--- src/rtl/ws_excp_commit_if.sv ---
// MEM->WB instruction bundle with valid/allow_in handshake.
// master: MEM-stage register side; slave: WB commit unit.
interface ws_excp_commit_if;
    logic        ms_to_ws_valid;
    logic        ws_allow_in;
    logic [31:0] ms_pc;
    logic        ms_bd;
    logic        ms_excp;
    logic [4:0]  ms_excode;
    logic        ms_eret;
    logic        ms_mtc0;
    logic        ms_mfc0;
    logic [7:0]  ms_cp0_addr;
    logic [4:0]  ms_dest;
    logic [31:0] ms_result;

    modport master (
        output ms_to_ws_valid, ms_pc, ms_bd, ms_excp, ms_excode,
        output ms_eret, ms_mtc0, ms_mfc0, ms_cp0_addr, ms_dest,
        output ms_result,
        input  ws_allow_in
    );

    modport slave (
        input  ms_to_ws_valid, ms_pc, ms_bd, ms_excp, ms_excode,
        input  ms_eret, ms_mtc0, ms_mfc0, ms_cp0_addr, ms_dest,
        input  ms_result,
        output ws_allow_in
    );
endinterface

--- src/rtl/ws_excp_commit.sv ---
// WB commit unit: regfile/MTC0 writes, exception and ERET commit,
// one-cycle pipeline flush with redirect PC, saturating exception count.
// Ports: clk, reset (sync, high), ms (MEM->WB bundle, slave),
//   i_cp0_rdata/i_cp0_epc from cp0, o_cp0_* to cp0, o_rf_* to regfile,
//   o_flush/o_flush_pc to fs/ds/es/ms, o_excp_cnt.
module ws_excp_commit #(
    parameter logic [31:0] EXC_ENTRY = 32'hbfc00380,
    parameter int          CNT_W     = 16
) (
    input  logic                 clk,
    input  logic                 reset,
    ws_excp_commit_if.slave      ms,
    input  logic [31:0]          i_cp0_rdata,
    input  logic [31:0]          i_cp0_epc,
    output logic                 o_cp0_we,
    output logic [7:0]           o_cp0_addr,
    output logic [31:0]          o_cp0_wdata,
    output logic                 o_cp0_excp_valid,
    output logic [4:0]           o_cp0_excode,
    output logic [31:0]          o_cp0_pc,
    output logic                 o_cp0_bd,
    output logic                 o_cp0_eret,
    output logic                 o_rf_we,
    output logic [4:0]           o_rf_waddr,
    output logic [31:0]          o_rf_wdata,
    output logic                 o_flush,
    output logic [31:0]          o_flush_pc,
    output logic [CNT_W-1:0]     o_excp_cnt
);

    typedef enum logic [0:0] {
        S_RUN,
        S_FLUSH
    } state_t;

    state_t            r_state;
    logic              r_ws_valid;
    logic [31:0]       r_pc;
    logic              r_bd;
    logic              r_excp;
    logic [4:0]        r_excode;
    logic              r_eret;
    logic              r_mtc0;
    logic              r_mfc0;
    logic [7:0]        r_cp0_addr;
    logic [4:0]        r_dest;
    logic [31:0]       r_result;
    logic              r_flush;
    logic [31:0]       r_flush_pc;
    logic [CNT_W-1:0]  r_excp_cnt;

    logic w_run;
    logic w_live;
    logic w_exc;
    logic w_eret;
    logic w_norm;
    logic w_redirect;
    logic w_take;

    assign w_run      = (r_state == S_RUN);
    assign w_live     = r_ws_valid && w_run;
    assign w_exc      = w_live && r_excp;
    assign w_eret     = w_live && !r_excp && r_eret;
    assign w_norm     = w_live && !r_excp && !r_eret;
    assign w_redirect = w_exc || w_eret;
    // The instruction behind a redirecting commit is younger and is
    // dropped here rather than waiting for the flush to reach MEM.
    assign w_take     = w_run && ms.ms_to_ws_valid && !w_redirect;

    assign ms.ws_allow_in = w_run;

    assign o_cp0_excp_valid = w_exc;
    assign o_cp0_excode     = r_excode;
    assign o_cp0_pc         = r_pc;
    assign o_cp0_bd         = r_bd;
    assign o_cp0_eret       = w_eret;
    assign o_cp0_we         = w_norm && r_mtc0;
    assign o_cp0_addr       = r_cp0_addr;
    assign o_cp0_wdata      = r_result;
    assign o_rf_we          = w_norm && (r_dest != 5'd0) && !r_mtc0;
    assign o_rf_waddr       = r_dest;
    assign o_rf_wdata       = r_mfc0 ? i_cp0_rdata : r_result;
    assign o_flush          = r_flush;
    assign o_flush_pc       = r_flush_pc;
    assign o_excp_cnt       = r_excp_cnt;

    // Control FSM with registered flush outputs.
    always_ff @(posedge clk) begin
        if (reset) begin
            r_state    <= S_RUN;
            r_ws_valid <= 1'b0;
            r_flush    <= 1'b0;
            r_flush_pc <= 32'd0;
            r_excp_cnt <= '0;
        end else begin
            unique case (r_state)
                S_RUN: begin
                    if (w_redirect) begin
                        r_state    <= S_FLUSH;
                        r_ws_valid <= 1'b0;
                        r_flush    <= 1'b1;
                        // EPC is sampled in the ERET commit cycle, so an
                        // MTC0 EPC one cycle earlier is already visible.
                        r_flush_pc <= w_exc ? EXC_ENTRY : i_cp0_epc;
                        if (w_exc && (r_excp_cnt != {CNT_W{1'b1}})) begin
                            r_excp_cnt <= r_excp_cnt + 1'b1;
                        end
                    end else begin
                        r_flush    <= 1'b0;
                        r_ws_valid <= ms.ms_to_ws_valid;
                    end
                end
                S_FLUSH: begin
                    r_state    <= S_RUN;
                    r_flush    <= 1'b0;
                    r_ws_valid <= 1'b0;
                end
                default: begin
                    r_state    <= S_RUN;
                    r_flush    <= 1'b0;
                    r_ws_valid <= 1'b0;
                end
            endcase
        end
    end

    // MEM->WB payload register.
    always_ff @(posedge clk) begin
        if (reset) begin
            r_pc       <= 32'd0;
            r_bd       <= 1'b0;
            r_excp     <= 1'b0;
            r_excode   <= 5'd0;
            r_eret     <= 1'b0;
            r_mtc0     <= 1'b0;
            r_mfc0     <= 1'b0;
            r_cp0_addr <= 8'd0;
            r_dest     <= 5'd0;
            r_result   <= 32'd0;
        end else if (w_take) begin
            r_pc       <= ms.ms_pc;
            r_bd       <= ms.ms_bd;
            r_excp     <= ms.ms_excp;
            r_excode   <= ms.ms_excode;
            r_eret     <= ms.ms_eret;
            r_mtc0     <= ms.ms_mtc0;
            r_mfc0     <= ms.ms_mfc0;
            r_cp0_addr <= ms.ms_cp0_addr;
            r_dest     <= ms.ms_dest;
            r_result   <= ms.ms_result;
        end
    end

endmodule

--- src/flat_wrapper.sv ---
// flat-port wrapper written by rule: the top's interface ports become plain ports
module ws_excp_commit_flat 
#(
    parameter logic [31:0] EXC_ENTRY = 32'hbfc00380,
    parameter int          CNT_W     = 16
)
  (clk, reset, i_cp0_rdata, i_cp0_epc, o_cp0_we, o_cp0_addr, o_cp0_wdata, o_cp0_excp_valid, o_cp0_excode, o_cp0_pc, o_cp0_bd, o_cp0_eret, o_rf_we, o_rf_waddr, o_rf_wdata, o_flush, o_flush_pc, o_excp_cnt, ms_ms_to_ws_valid, ms_ms_pc, ms_ms_bd, ms_ms_excp, ms_ms_excode, ms_ms_eret, ms_ms_mtc0, ms_ms_mfc0, ms_ms_cp0_addr, ms_ms_dest, ms_ms_result, ms_ws_allow_in);
  ws_excp_commit_if ms_i ();
  input  logic clk;
  input  logic reset;
  input  logic [31:0] i_cp0_rdata;
  input  logic [31:0] i_cp0_epc;
  output logic o_cp0_we;
  output logic [7:0] o_cp0_addr;
  output logic [31:0] o_cp0_wdata;
  output logic o_cp0_excp_valid;
  output logic [4:0] o_cp0_excode;
  output logic [31:0] o_cp0_pc;
  output logic o_cp0_bd;
  output logic o_cp0_eret;
  output logic o_rf_we;
  output logic [4:0] o_rf_waddr;
  output logic [31:0] o_rf_wdata;
  output logic o_flush;
  output logic [31:0] o_flush_pc;
  output logic [CNT_W-1:0] o_excp_cnt;
  input wire logic [$bits(ms_i.ms_to_ws_valid)-1:0] ms_ms_to_ws_valid;
  input wire logic [$bits(ms_i.ms_pc)-1:0] ms_ms_pc;
  input wire logic [$bits(ms_i.ms_bd)-1:0] ms_ms_bd;
  input wire logic [$bits(ms_i.ms_excp)-1:0] ms_ms_excp;
  input wire logic [$bits(ms_i.ms_excode)-1:0] ms_ms_excode;
  input wire logic [$bits(ms_i.ms_eret)-1:0] ms_ms_eret;
  input wire logic [$bits(ms_i.ms_mtc0)-1:0] ms_ms_mtc0;
  input wire logic [$bits(ms_i.ms_mfc0)-1:0] ms_ms_mfc0;
  input wire logic [$bits(ms_i.ms_cp0_addr)-1:0] ms_ms_cp0_addr;
  input wire logic [$bits(ms_i.ms_dest)-1:0] ms_ms_dest;
  input wire logic [$bits(ms_i.ms_result)-1:0] ms_ms_result;
  output wire logic [$bits(ms_i.ws_allow_in)-1:0] ms_ws_allow_in;
  assign ms_i.ms_to_ws_valid = ms_ms_to_ws_valid;
  assign ms_i.ms_pc = ms_ms_pc;
  assign ms_i.ms_bd = ms_ms_bd;
  assign ms_i.ms_excp = ms_ms_excp;
  assign ms_i.ms_excode = ms_ms_excode;
  assign ms_i.ms_eret = ms_ms_eret;
  assign ms_i.ms_mtc0 = ms_ms_mtc0;
  assign ms_i.ms_mfc0 = ms_ms_mfc0;
  assign ms_i.ms_cp0_addr = ms_ms_cp0_addr;
  assign ms_i.ms_dest = ms_ms_dest;
  assign ms_i.ms_result = ms_ms_result;
  assign ms_ws_allow_in = ms_i.ws_allow_in;
  ws_excp_commit #(.EXC_ENTRY(EXC_ENTRY), .CNT_W(CNT_W)) u_core (.clk(clk), .reset(reset), .ms(ms_i), .i_cp0_rdata(i_cp0_rdata), .i_cp0_epc(i_cp0_epc), .o_cp0_we(o_cp0_we), .o_cp0_addr(o_cp0_addr), .o_cp0_wdata(o_cp0_wdata), .o_cp0_excp_valid(o_cp0_excp_valid), .o_cp0_excode(o_cp0_excode), .o_cp0_pc(o_cp0_pc), .o_cp0_bd(o_cp0_bd), .o_cp0_eret(o_cp0_eret), .o_rf_we(o_rf_we), .o_rf_waddr(o_rf_waddr), .o_rf_wdata(o_rf_wdata), .o_flush(o_flush), .o_flush_pc(o_flush_pc), .o_excp_cnt(o_excp_cnt));
endmodule
--- config.mk ---
export PLATFORM = sky130hd
export DESIGN_NAME = ws_excp_commit_flat
export DESIGN_NICKNAME = d
export VERILOG_FILES = /design/src/rtl/ws_excp_commit_if.sv /design/src/rtl/ws_excp_commit.sv /design/src/flat_wrapper.sv
export SDC_FILE = /design/constraint.sdc
export NUM_CORES = 1
export LEC_CHECK = 0
export BUFFER_PORTS_ARGS = -buffer_cell sky130_fd_sc_hd__clkbuf_2
export CORE_AREA = 2 2 126 128
export CTS_CLUSTER_DIAMETER = 80
export DETAILED_ROUTE_END_ITERATION = 8
export DIE_AREA = 0 0 128 130
export PLACE_DENSITY = 0.71
export SKIP_CTS_REPAIR_TIMING = 1
export SLEW_MARGIN = 20
export SYNTH_ARGS = -nofsm -noshare
export SYNTH_HDL_FRONTEND = slang
export SYNTH_SLANG_ARGS = --single-unit
--- constraint.sdc ---
create_clock -name clk -period 1.69 [get_ports clk]
set_input_delay 0.0845 -clock clk [delete_from_list [all_inputs] [get_ports clk]]
set_output_delay 0.0845 -clock clk [all_outputs]
set_load 0.01 [all_outputs]
; Word-level counts from Yosys, hierarchy flattened
; Index checks and enable logic that the tools add are counted.
[word_totals]
regBits = 137
latch_bits = 0
ram_bits = 0
romBits = 0
in_bits = 154
output_inout_bits = 169
word_cells = 42
mem_count = 0
[classes]
n_addsub = 1
n_mul = 0
div = 0
order_cmp = 0
n_eq_ne = 1
shifts = 0
muxes = 6
n_bitwise = 1
reduce_logical = 19
[op_table]
columns = op, count
row1 = 32-bit two-way mux, 2
row2 = "16-bit by 1-bit adder with 16-bit output, second input constant", 1
row3 = "16-bit != test, second input constant", 1
row4 = 1-bit logical AND, 11
row5 = 5-bit nonzero test, 1
row6 = 1-bit logical NOT, 4
row7 = 1-bit one-hot mux with 2 select lines, 2
row8 = 3-bit AND reduction, 1
row9 = 1-bit two-way mux, 2
row10 = 2-bit AND reduction, 1
row11 = 1-bit logical OR, 1
row12 = 1-bit inverter, 1

; Longest topological paths before layout
[logic_depth]
word_depth = 7
ltp_mapped = 8
ltp_nobuf = 5

; Worst setup path after synthesis
; OpenSTA, ideal clock, no wires.
[synth_path]
kind = register to register
startpoint = register u_core.r_excp_cnt[0], in the netlist u_core.o_excp_cnt[0]
endpoint = register u_core.r_excp_cnt[12], in the netlist u_core.o_excp_cnt[12]
setup_time_ns = 0.123
arrival_ns = 1.759
required_time_ns = 1.567
setup_slack_ns = -0.192
stages_incl_launch_ff = 6
n_path_buf = 0
synth_period_minus_slack_ns = 1.882
path_cell_list = dfxtp_1 ha_1 nand4b_2 or3_4 nor3_1 mux2_1
[synth_between]
elab_chain_cells = 3
word_cells_on_any_way = 4
classes_between = add/sub (1) / eq/ne (1) / reduce/logical (2)
[synth_lines]
columns = element, line_no
row1 = start: declaration, ws_excp_commit.sv:50  ; logic [CNT_W-1:0] r_excp_cnt;
row2 = start signal: assignment, ws_excp_commit.sv:106  ; r_excp_cnt <= r_excp_cnt + 1'b1;
row3 = branches (longest 3 deep; another with 16-bit by 1-bit adder with 16-bit output), n/a
; Several ways; the timed one is not identified.
; A chain may end at the register's enable or synchronous reset.

; Worst setup path after layout
[layout_path]
startpoint = register u_core.r_dest[0], in the netlist u_core.o_rf_waddr[0]
endpoint = output port o_rf_we
[layout_between]
elab_chain_cells = 3
[layout_lines]
columns = element, line_no
row1 = start: declaration, ws_excp_commit.sv:46  ; logic [4:0] r_dest;
row2 = start signal: assignment, ws_excp_commit.sv:149  ; r_dest <= ms.ms_dest;
row3 = 5-bit nonzero test, ws_excp_commit.sv:80  ; assign o_rf_we = w_norm && (r_dest != 5'd0) && !r_mtc0;
row4 = 1-bit logical AND (2 in series), ws_excp_commit.sv:80
row5 = end: declaration, flat_wrapper.sv:21  ; output logic o_rf_we;
; Every way passes these cells.

==> impl_table.tex <==
\begin{tabular}{lr}
\hline
Metric & Value \\
\hline
\multicolumn{2}{l}{\textbf{Logic synthesis}} \\
Number of synthesized flops with an enable pin & 0 \\
Proportion of synthesized flip-flops having asynchronous set or reset & 0 \\
Syn Nets & 784 \\
Cell Area, Synth & 0.005475 sq mm \\
Fraction of synthesized cell area taken by the top area cell type & 0.5009 \\
Top-count cell post-synth & nand2\_1 \\
Cells taking the most area after synthesis & dfxtp\_1 50\%, nand2\_1 13\%, a21oi\_1 7.8\% \\
Post-Syn Instances & 629 \\
Flop and latch count out of synthesis & 137 \\
Count of unique library cells instantiated by Yosys & between 40 and 50 \\
Cell type with the largest total area after synthesis & dfxtp\_1 \\
Most frequent cells after synthesis & 191 x nand2\_1, 137 x dfxtp\_1, 85 x a21oi\_1 \\
Total of warnings raised by yosys & 0 \\
Sequential fraction of the synthesis area & 0.5009 \\
Synth Flop Type & dfxtp\_1 \\
Average cell area after synthesis & 8.705 sq um \\
\multicolumn{2}{l}{\textbf{Drt}} \\
Mean number of vias per cell & 4.884 \\
Total number of vias & 6442 \\
Post-route DRC & 0 \\
Routed wire per std cell & 16.71 um \\
Total iterations of the first detailed-routing run & 5 \\
Detail Route Antenna Nets & 0 \\
Detailed-route wire length & 22050 um \\
DRT iter0 DRCs & 326 \\
\multicolumn{2}{l}{\textbf{Timing}} \\
Hold violation count in the final report & 0 \\
Final period demand of the worst path & 1667 ps \\
Worst setup slack after layout & approximately 23 ps \\
Normalized max-slew margin & 0.6225 \\
Setup repair after global routing missed its margin & yes \\
Tightest hold margin & roughly 220 ps \\
Transition at the pin with the smallest max-transition slack & 564.3 ps \\
Final Max Slew Viols & 0 \\
Top achievable clock speed & 599.7 MHz \\
Final Setup Violations & 0 \\
Final worst-path cycle share & 0.9867 \\
Clock Skews & 7.381 ps \\
\multicolumn{2}{l}{\textbf{CTS}} \\
Clock tree from TritonCTS & yes \\
Number of CTS-inserted buffers & 17 \\
Worst skew pair latency & 420 ps \\
Buffer type at the clock tree root & clkbuf\_16 \\
CTS clock-pin slew for the worst setup and hold paths & approximately 60 ps \\
H-tree depth reported by CTS & 4 \\
Number of buffers on the longest clock path & 2 \\
Sinks on the clock net & around 140 \\
\multicolumn{2}{l}{\textbf{Placement}} \\
Cell total after placement & around 1100 \\
Input/output buffers & 322 \\
Last weighted congestion value of the routability-driven placer & around 0.78 \\
HPWL reported at the end of detailed placement & roughly 13000 um \\
Worst Setup Slack post-DPL & -103.1 ps \\
\multicolumn{2}{l}{\textbf{Critical path}} \\
CP endpoint kind & output port \\
Category of the most critical setup path & reg -> out \\
Highest fanout seen on the critical path & 3 \\
Crit path required time & 1610 ps \\
Sort of element at the start of the critical path & flop \\
Worst endpoint data arrival time & 1580 ps \\
\multicolumn{2}{l}{\textbf{Power and ir drop}} \\
Total power consumption of the routed design & 9094 uW \\
Highest ir drop seen on vdd & 620.8 uV \\
Leakage power total & 0.004707 uW \\
Pwr dens & 912.4 mW/mm\^{}2 \\
\multicolumn{2}{l}{\textbf{Final layout}} \\
Ant. Diodes & 0 \\
Share of layout cells above drive strength 1 & 0.4481 \\
Count of placed standard cells in the final layout, fillers left out & 1319 \\
Post-layout net count & 1269 \\
Share of the core filled with cells in the final layout & 0.6462 \\
Layout overhead on the synthesized area & 82.04\% \\
\multicolumn{2}{l}{\textbf{Die}} \\
Die area & roughly 0.017 sq mm \\
Die Span X & 128 um \\
Starting density of the core & 0.3550 \\
Die height & 130 um \\
Number of core rows & 46 \\
Area of the core & 0.01542 sq mm \\
IO Count & 323 \\
\multicolumn{2}{l}{\textbf{Global route}} \\
Maximum number of pins on one net before global-route repair & approximately 110 \\
Sum of overflow across all layers after global routing & 0 \\
Number of antenna violations at the first check in global routing & 0 \\
Via count of the first global-routing pass & about 5200 \\
Wire length of the first global-routing pass & 26240 um \\
Aggregate global-route resource usage & 0.2013 \\
\multicolumn{2}{l}{\textbf{Run status}} \\
Run status & completed \\
\multicolumn{2}{l}{\textbf{Hold path}} \\
Type of the tightest min-delay check & in -> reg \\
\multicolumn{2}{l}{\textbf{Flow run}} \\
Max-capacitance violation count & 0 \\
\hline
\end{tabular}
per-stage QoR:
stage / setup TNS (ps) / instance area (sq um)
global route: -435.3 / 9967
global placement: -6637 / 7537
floorplan: 0 / 5500
CTS: -2651 / 8194
detailed placement: -1346 / 7550
finish: 0 / 9967
state kept, by name, indices dropped and copies added (netlist names):
| signal | count |
|---|---|
| u_core.o_cp0_addr | 8 |
| u_core.o_cp0_bd | 1 |
| u_core.o_cp0_excode | 5 |
| u_core.o_cp0_pc | 32 |
| u_core.o_cp0_wdata | 32 |
| u_core.o_excp_cnt | 16 |
| u_core.o_flush_pc | 32 |
| u_core.o_rf_waddr | 5 |
| u_core.r_eret | 1 |
| u_core.r_excp | 1 |
| u_core.r_mfc0 | 1 |
| u_core.r_mtc0 | 1 |
| u_core.r_state | 1 |
| u_core.r_ws_valid | 1 |
power breakdown:
part           switching, uW  internal (uW)
Clock                   1510           2570
Sequential               103           3380
Combinational            725            804
Total                   2330           6760
cell usage in the layout (no fill, tap or decap), drive strengths merged, types with 3 or more instances in the layout:
cell	instances
bufinv	4
nand4	4
nor2	12
mux2	39
nand2	201
buf	63
nor2b	7
a311oi	3
a211oi	5
a21oi	95
nand3	4
a31oi	14
o21ai	4
dlygate4sd3	119
inv	8
a22o	20
dfxtp	137
nand2b	3
clkinv	3
clkbuf	347
clkinvlp	3
and2	3
nor3	9
logic make-up (layout without fill, tap and decap cells):
group / Yosys count / count (layout) / synth area share
AND/OR/NAND/NOR: 257 / 259 / 0.2080
AO/OA/AOI/OAI: 143 / 143 / 0.1600
flip-flops: 137 / 137 / 0.5009
buffers and inverters: 51 / 547 / 0.04684
multiplexers: 40 / 40 / 0.08204
adder cells (fa/ha/maj): 1 / 1 / 0.002285
worst paths after layout:
kind | from | to | slack, ps | cells after the start
max | u_core.o_rf_waddr[0]$_SDFFE_PP0P_ | o_rf_we | 20 | 4
min | reset | u_core.o_flush_pc[13]$_SDFFE_PP0P_ | 220 | 3
max reg2reg | u_core.r_state$_SDFF_PP0_ | u_core.o_flush_pc[12]$_SDFFE_PP0P_ | 20 | 6
min reg2reg | u_core.o_cp0_pc[21]$_SDFFE_PP0P_ | u_core.o_cp0_pc[21]$_SDFFE_PP0P_ | 450 | 2
per-layer routing:
layer / up-vias / global-route usage / routed length, um / share of wire
met3: 34 / 0.05412 / 1420 / 0.064
met1: 2989 / 0.2403 / 8638 / 0.39
li1: 3128 / - / - / -
met5: - / 0 / 0 / 0
met4: 0 / 0.07692 / 490 / 0.022
met2: 291 / 0.3482 / 11500 / 0.52
cell type report:
| class | instances | area, sq um |
|---|---|---|
| Inverter | 6 | 31.28 |
| Tap cell | 192 | 240.2 |
| Multi-Input combinational cell | 443 | 2651 |
| Sequential cell | 137 | 2760 |
| Timing Repair Buffer | 509 | 3640 |
| Clock buffer | 20 | 456.7 |
| Fill cell | 1195 | 5458 |
| Clock inverter | 12 | 187.7 |
critical path, stage by stage, from the launching register on:
cell and delay (ps):
dfxtp_2 330, or4_4 540, o21ai_2 120, nor2_1 40
buf_2 140
No activity file was read; power rests on OpenSTA's default activity.
